<file path="src/rtl/mem_exit_monitor_if.sv">
`default_nettype none
// ============================================================================
// Module      : mem_exit_monitor_if
// Description : SRAM-side memory request bus as seen by the exit monitor.
//               The master modport drives the bus; the slave modport only
//               observes it.
// Revision    : 1.0 - initial release
// ============================================================================
interface mem_exit_monitor_if #(
  parameter int ADDR_WIDTH = 64,
  parameter int DATA_WIDTH = 64
);
  logic                    req_i;
  logic                    we_i;
  logic [ADDR_WIDTH-1:0]   addr_i;
  logic [DATA_WIDTH/8-1:0] be_i;
  logic [DATA_WIDTH-1:0]   wdata_i;

  modport master (
    output req_i,
    output we_i,
    output addr_i,
    output be_i,
    output wdata_i
  );

  modport slave (
    input req_i,
    input we_i,
    input addr_i,
    input be_i,
    input wdata_i
  );
endinterface
`default_nettype wire

</file>
<file path="src/rtl/mem_exit_monitor.sv">
`default_nettype none
// ============================================================================
// Module      : mem_exit_monitor
// Description : Passive snoop of the SRAM bus. Shadows byte-enabled writes to
//               the tohost word and raises a sticky exit (with exit code) or
//               a sticky timeout when the cycle budget expires first.
// Revision    : 1.0 - initial release
// ============================================================================
module mem_exit_monitor #(
  parameter int              ADDR_WIDTH     = 64,
  parameter int              DATA_WIDTH     = 64,
  parameter logic [63:0]     TOHOST_ADDR    = 64'h8000_1000,
  parameter logic [31:0]     TIMEOUT_CYCLES = 32'd0
) (
  input  wire logic          clk_i,
  input  wire logic          rst_i,
  mem_exit_monitor_if.slave  bus,
  output logic               exit_valid_o,
  output logic [31:0]        exit_o,
  output logic               timeout_o,
  output logic [63:0]        tohost_o,
  output logic [31:0]        wr_count_o
);

  localparam int                    c_NBYTES = DATA_WIDTH / 8;
  localparam logic [ADDR_WIDTH-1:0] c_TOHOST = ADDR_WIDTH'(TOHOST_ADDR);

  localparam logic [1:0] S_RUN       = 2'd0;
  localparam logic [1:0] S_EXITED    = 2'd1;
  localparam logic [1:0] S_TIMED_OUT = 2'd2;

  logic [1:0]            r_state;
  logic                  r_hit_q;
  logic [c_NBYTES-1:0]   r_be_q;
  logic [DATA_WIDTH-1:0] r_wdata_q;
  logic [DATA_WIDTH-1:0] r_tohost_q;
  logic [31:0]           r_exit_code;
  logic [31:0]           r_wr_count;
  logic [31:0]           r_cyc_q;

  logic                  w_hit;
  logic                  w_wr;
  logic                  w_run;
  logic [DATA_WIDTH-1:0] w_mask;
  logic [DATA_WIDTH-1:0] w_merged;
  logic                  w_exit;
  logic                  w_timeout;
  logic                  w_unused_addr;

  // The word is 8-byte aligned, so the byte-lane address bits do not matter.
  assign w_hit = bus.req_i & bus.we_i &
                 (bus.addr_i[ADDR_WIDTH-1:3] == c_TOHOST[ADDR_WIDTH-1:3]);
  assign w_wr  = bus.req_i & bus.we_i;
  assign w_run = (r_state == S_RUN);
  assign w_unused_addr = ^bus.addr_i[2:0];

  generate
    for (genvar gi = 0; gi < c_NBYTES; gi++) begin : g_mask
      assign w_mask[8*gi +: 8] = {8{r_be_q[gi]}};
    end
  endgenerate

  assign w_merged  = (r_tohost_q & ~w_mask) | (r_wdata_q & w_mask);
  assign w_exit    = r_hit_q & r_be_q[0] & w_merged[0];
  // An exit on the same edge takes precedence over the timeout.
  assign w_timeout = (TIMEOUT_CYCLES != 32'd0) &&
                     (r_cyc_q == TIMEOUT_CYCLES - 32'd1) && !w_exit;

  // Stage 1: register the snooped write so the merge works on one-cycle-old data.
  always_ff @(posedge clk_i) begin
    if (rst_i) begin
      r_hit_q   <= 1'b0;
      r_be_q    <= '0;
      r_wdata_q <= '0;
    end else begin
      r_hit_q   <= w_hit;
      r_be_q    <= bus.be_i;
      r_wdata_q <= bus.wdata_i;
    end
  end

  // Stage 2 and run/terminal control: merge into the shadow, count, and latch the outcome.
  always_ff @(posedge clk_i) begin
    if (rst_i) begin
      r_state     <= S_RUN;
      r_tohost_q  <= '0;
      r_exit_code <= '0;
      r_wr_count  <= '0;
      r_cyc_q     <= '0;
    end else if (w_run) begin
      if (r_hit_q) begin
        r_tohost_q <= w_merged;
      end
      if (w_exit) begin
        r_state     <= S_EXITED;
        r_exit_code <= w_merged[32:1];
      end else if (w_timeout) begin
        r_state     <= S_TIMED_OUT;
        r_exit_code <= 32'hFFFF_FFFF;
      end
      r_cyc_q <= r_cyc_q + 32'd1;
      if (w_wr && (r_wr_count != 32'hFFFF_FFFF)) begin
        r_wr_count <= r_wr_count + 32'd1;
      end
    end
  end

  assign exit_valid_o = (r_state == S_EXITED) || (r_state == S_TIMED_OUT);
  assign timeout_o    = (r_state == S_TIMED_OUT);
  assign exit_o       = r_exit_code;
  assign tohost_o     = r_tohost_q[63:0];
  assign wr_count_o   = r_wr_count;

endmodule
`default_nettype wire

</file>
<file path="src/flat_wrapper.sv">
// flat-port wrapper written by rule: the top's interface ports become plain ports
module mem_exit_monitor_flat 
#(
  parameter int              ADDR_WIDTH     = 64,
  parameter int              DATA_WIDTH     = 64,
  parameter logic [63:0]     TOHOST_ADDR    = 64'h8000_1000,
  parameter logic [31:0]     TIMEOUT_CYCLES = 32'd0
)
  (clk_i, rst_i, exit_valid_o, exit_o, timeout_o, tohost_o, wr_count_o, bus_req_i, bus_we_i, bus_addr_i, bus_be_i, bus_wdata_i);
  mem_exit_monitor_if #(.ADDR_WIDTH(ADDR_WIDTH), .DATA_WIDTH(DATA_WIDTH)) bus_i ();
  input  wire logic clk_i;
  input  wire logic rst_i;
  output logic exit_valid_o;
  output logic [31:0] exit_o;
  output logic timeout_o;
  output logic [63:0] tohost_o;
  output logic [31:0] wr_count_o;
  input wire logic [$bits(bus_i.req_i)-1:0] bus_req_i;
  input wire logic [$bits(bus_i.we_i)-1:0] bus_we_i;
  input wire logic [$bits(bus_i.addr_i)-1:0] bus_addr_i;
  input wire logic [$bits(bus_i.be_i)-1:0] bus_be_i;
  input wire logic [$bits(bus_i.wdata_i)-1:0] bus_wdata_i;
  assign bus_i.req_i = bus_req_i;
  assign bus_i.we_i = bus_we_i;
  assign bus_i.addr_i = bus_addr_i;
  assign bus_i.be_i = bus_be_i;
  assign bus_i.wdata_i = bus_wdata_i;
  mem_exit_monitor #(.ADDR_WIDTH(ADDR_WIDTH), .DATA_WIDTH(DATA_WIDTH), .TOHOST_ADDR(TOHOST_ADDR), .TIMEOUT_CYCLES(TIMEOUT_CYCLES)) u_core (.clk_i(clk_i), .rst_i(rst_i), .bus(bus_i), .exit_valid_o(exit_valid_o), .exit_o(exit_o), .timeout_o(timeout_o), .tohost_o(tohost_o), .wr_count_o(wr_count_o));
endmodule
</file>
<file path="config.mk">
export PLATFORM = sky130hd
export DESIGN_NAME = mem_exit_monitor_flat
export DESIGN_NICKNAME = d
export VERILOG_FILES = /design/src/rtl/mem_exit_monitor_if.sv /design/src/rtl/mem_exit_monitor.sv /design/src/flat_wrapper.sv
export SDC_FILE = /design/constraint.sdc
export NUM_CORES = 1
export LEC_CHECK = 0
export BUFFER_PORTS_ARGS = -buffer_cell sky130_fd_sc_hd__clkbuf_2
export CORE_ASPECT_RATIO = 0.5
export CORE_MARGIN = 2
export CORE_UTILIZATION = 45
export CTS_CLUSTER_DIAMETER = 100
export DETAILED_ROUTE_END_ITERATION = 6
export PLACE_DENSITY = 0.74
export SYNTH_ARGS = -nofsm -noshare
export SYNTH_HDL_FRONTEND = slang
export SYNTH_SLANG_ARGS = --single-unit
</file>
<file path="constraint.sdc">
create_clock -name clk_i -period 2.7 [get_ports clk_i]
set_input_delay 0.135 -clock clk_i [delete_from_list [all_inputs] [get_ports clk_i]]
set_output_delay 0.135 -clock clk_i [all_outputs]
set_load 0.01 [all_outputs]
</file>
==> results.md <==
* Status: completed
* Die area at roughly 18,000 µm²
* Max Slew Vio Count at 0
* Slowest cell on crit path: dlygate4sd3_1
* Vias per cell at about 5.1
* Peak supply drop at around 0.47 mV
* Fin cells at 1,366
* Final HPWL from detailed placement at roughly 13 mm
* Worst Skew at about 8.3 ps
* Initial antenna violation count at 0
* H-tree depth at 1
* Cell family with the largest share of critical-path delay: buffers and inverters
* Initial DRC count at 304
* Clock share of power at between 40% and 50%
* CTS tree: done
* Setup TNS Final at 0 ps
* Syn Inst Count at 815
* Hold Crit Class: input pin to flip-flop
* TritonCTS Sinks at between 200 and 250
* Antenna Diode Count at 0
* Die Span Y at between 90 and 100 µm
* Overall Global Routing Usage at approximately 22%
* Sw frac at a little over a fifth
* Bufs on Longest Clock Path at 3
* Normalized max-slew margin at between 50% and 60%
* Post-CTS Hold Buffers at 76
* Area of the multi-input gates at slightly above 3000 µm²
* Clk Latency, worst-skew pair at ~480 ps
* Clk root buf: clkbuf_16
* Gr ovfl total at 0
* Final Hold Fails at 0
* Largest family of logic cells by synthesized area: simple AND/OR/NAND/NOR gates
* Synth warn at 0
* Register bit total from synthesis at around 200
* Site row count at 33
* CP max stage delay at 590 ps
* Util after Layout at between 60% and 70%
* Compound-gate portion of the synthesized area at 12.2%
* Worst slew pin tran at approximately 750 ps
* Library cells used by synthesis at 42
* Synthesized area at 7410 µm²
* Post-CTS Setup Bufs at 0
* Vias in the first global route at between 6k and 7k
* Post-synth EDFFs at 0
* Crit start category: input pin
* CP Cell Sequence: dlygate4sd3_1 > clkbuf_2 > nor4_1 > dlygate4sd3_1 > nand4_1 > dlygate4sd3_1 > nor4_1 > dlygate4sd3_1
* PwrDens at a little under 600 nW/µm²
* Share of cells above drive strength 1 at between 20% and 30%
* Die Width at roughly 190 µm
* Design Area, Final at 10,300 µm²
* Register share of total power at between 50 and 60%
* Top post-synthesis cells by area: dfxtp_1 (55%), a21oi_1 (6.7%), nor2b_1 (6.2%)
* Routability cong. at 0.812
* Post-cts sizing count at 0
* Crit path kind: input pin to flip-flop
* Area leader, netlist: dfxtp_1
* Post-DP Area at between 8000 and 9000 µm²
* Pint at 4.76 mW
* Commonest cells after routing, fill and taps aside: clkbuf_2 (264), dfxtp_1 (202), nand2_1 (104)
* Most common cell after layout, fill and taps aside: clkbuf_2
* Seq/Total Area, Yosys at 54.6%
* First-pass DRT Iterations at 4
* Sequential cell area at about 4000 µm²
* Largest net degree at the start of global routing at 95
* Worst Path Buf+Inv at 5
* Total power at 6.04 mW
* Area Overhead vs Synth at 38.4%
* Post-synthesis mux area share at 3.38%
* Psw at around 1.3 mW
* Initial Util at between 40% and 50%
* Static Leak at about 4.1 nW
* Fmax at approximately 0.40 GHz
* DR vias at around 7.0k
* CP required at 3120 ps
* CP arrival at around 2900 ps
* Syn_area_per_cell at around 9.1 µm²
* Area share of the largest cell type after synthesis at between 50% and 60%
* Fin crit period at 2480 ps
* Fin crit share at about nine tenths
* Synth Area in Simple Gates at 25.6%
* Total Nets Final at roughly 1.3k
* Comb pwr share at between 5 and 6%
* First-pass GRT wire length at ~31 mm
* Final ANT Viol Nets at 0
* Synthesized-area fraction occupied by adder cells at less than 1%
* CP max FO at 1
* DRT Wirelength at around 20 mm
* Final setup fails at 0
* IO buf count at about 270
* Routed len/inst at about 15 µm
* Most frequent CP cell: dlygate4sd3_1
* Count of boundary I/O pins at 270
* Synth Flop Type: dfxtp_1
* # DRC at 0
* Post-placement cell count at between 1k and 1.5k
* Core area at between 15,000 and 20,000 µm²
* CP Capture Type: flip-flop
* Share of flip-flops with an asynchronous set or reset at 0%
* RSZ-0062 raised after global routing: false
* Synth Area in XOR/XNOR at less than 1%
* Syn nets at 956
* Clock transition at path regs at ~60 ps
* Maximum capacitance violations at 0
* TritonCTS Buffers at 20
* Fill count at 1,370
==> logic make-up (layout without fill, tap and decap cells) <==
logic type                 count (synthesis)  after routing
xor gates and xnor gates                   4              4
DFF                                      202            202
and+or+nand+nor                          366            366
adders and majority gates                  1              1
buffers and inverters                     60            384
muxes                                     25             25
AOI/OAI and AO/OA                        156            156
other                                      1              1
==> power by group through the flow <==
stage,clock network [mW],registers (mW),logic [mW]
after floorplan,0,3.12,0.134
after global placement,0,3.14,0.230
after detailed placement,0,3.15,0.236
after CTS,2.70,3.08,0.322
after global routing,2.82,3.09,0.354
final,2.63,3.08,0.326
==> synth_stat cells, types with 14 or more instances <==
library cell  count
dfxtp_1         202
nand2_1         104
a21oi_1          99
nand3_1          76
nor2b_1          73
clkbuf_1         45
nor2_1           35
a211oi_1         25
mux2i_1          25
o21ai_0          16
or3_1            16
nand4_1          14
nor4_1           14
==> worst paths after layout <==
kind	startpoint	endpoint	slack [ps]	depth (start not counted)
max	bus_addr_i[62]	u_core.r_hit_q	220	8
min	rst_i	u_core.r_wdata_q[50]	120	2
max reg2reg	u_core.wr_count_o[2]	u_core.wr_count_o[4]	470	5
min reg2reg	u_core.r_wdata_q[33]	flip-flop	440	2
==> metal layers <==
| metal | GRT usage (%) | up-vias | share of wire [%] |
|---|---|---|---|
| met2 | 38.3 | 221 | 49 |
| met3 | 4.63 | 64 | 5.4 |
| met4 | 9.06 | 0 | 3.7 |
| met1 | 25.8 | 3230 | 41 |
| li1 | - | 3470 | - |
| met5 | 0 | - | 0 |
==> final cells by class <==
type | count | share of cell area (%)
Sequential cell | 202 | 39.4
Multi-Input combinational cell | 553 | 30.4
Timing Repair Buffer | 348 | 21.3
Clock buffer | 29 | 5.81
Tap cell | 227 | 2.77
Clock inverter | 4 | 0.232
Inverter | 3 | 0.110
==> per-stage QoR <==
| step | hold slack [ps] | worst slack [ps] |
|---|---|---|
| after floorplan | 263 | 759 |
| after global placement | 345 | 605 |
| after detailed placement | 347 | 528 |
| after CTS | 128 | 205 |
| after global routing | 159 | 27.7 |
| final | 124 | 223 |
(Power assumes the default switching activity.)
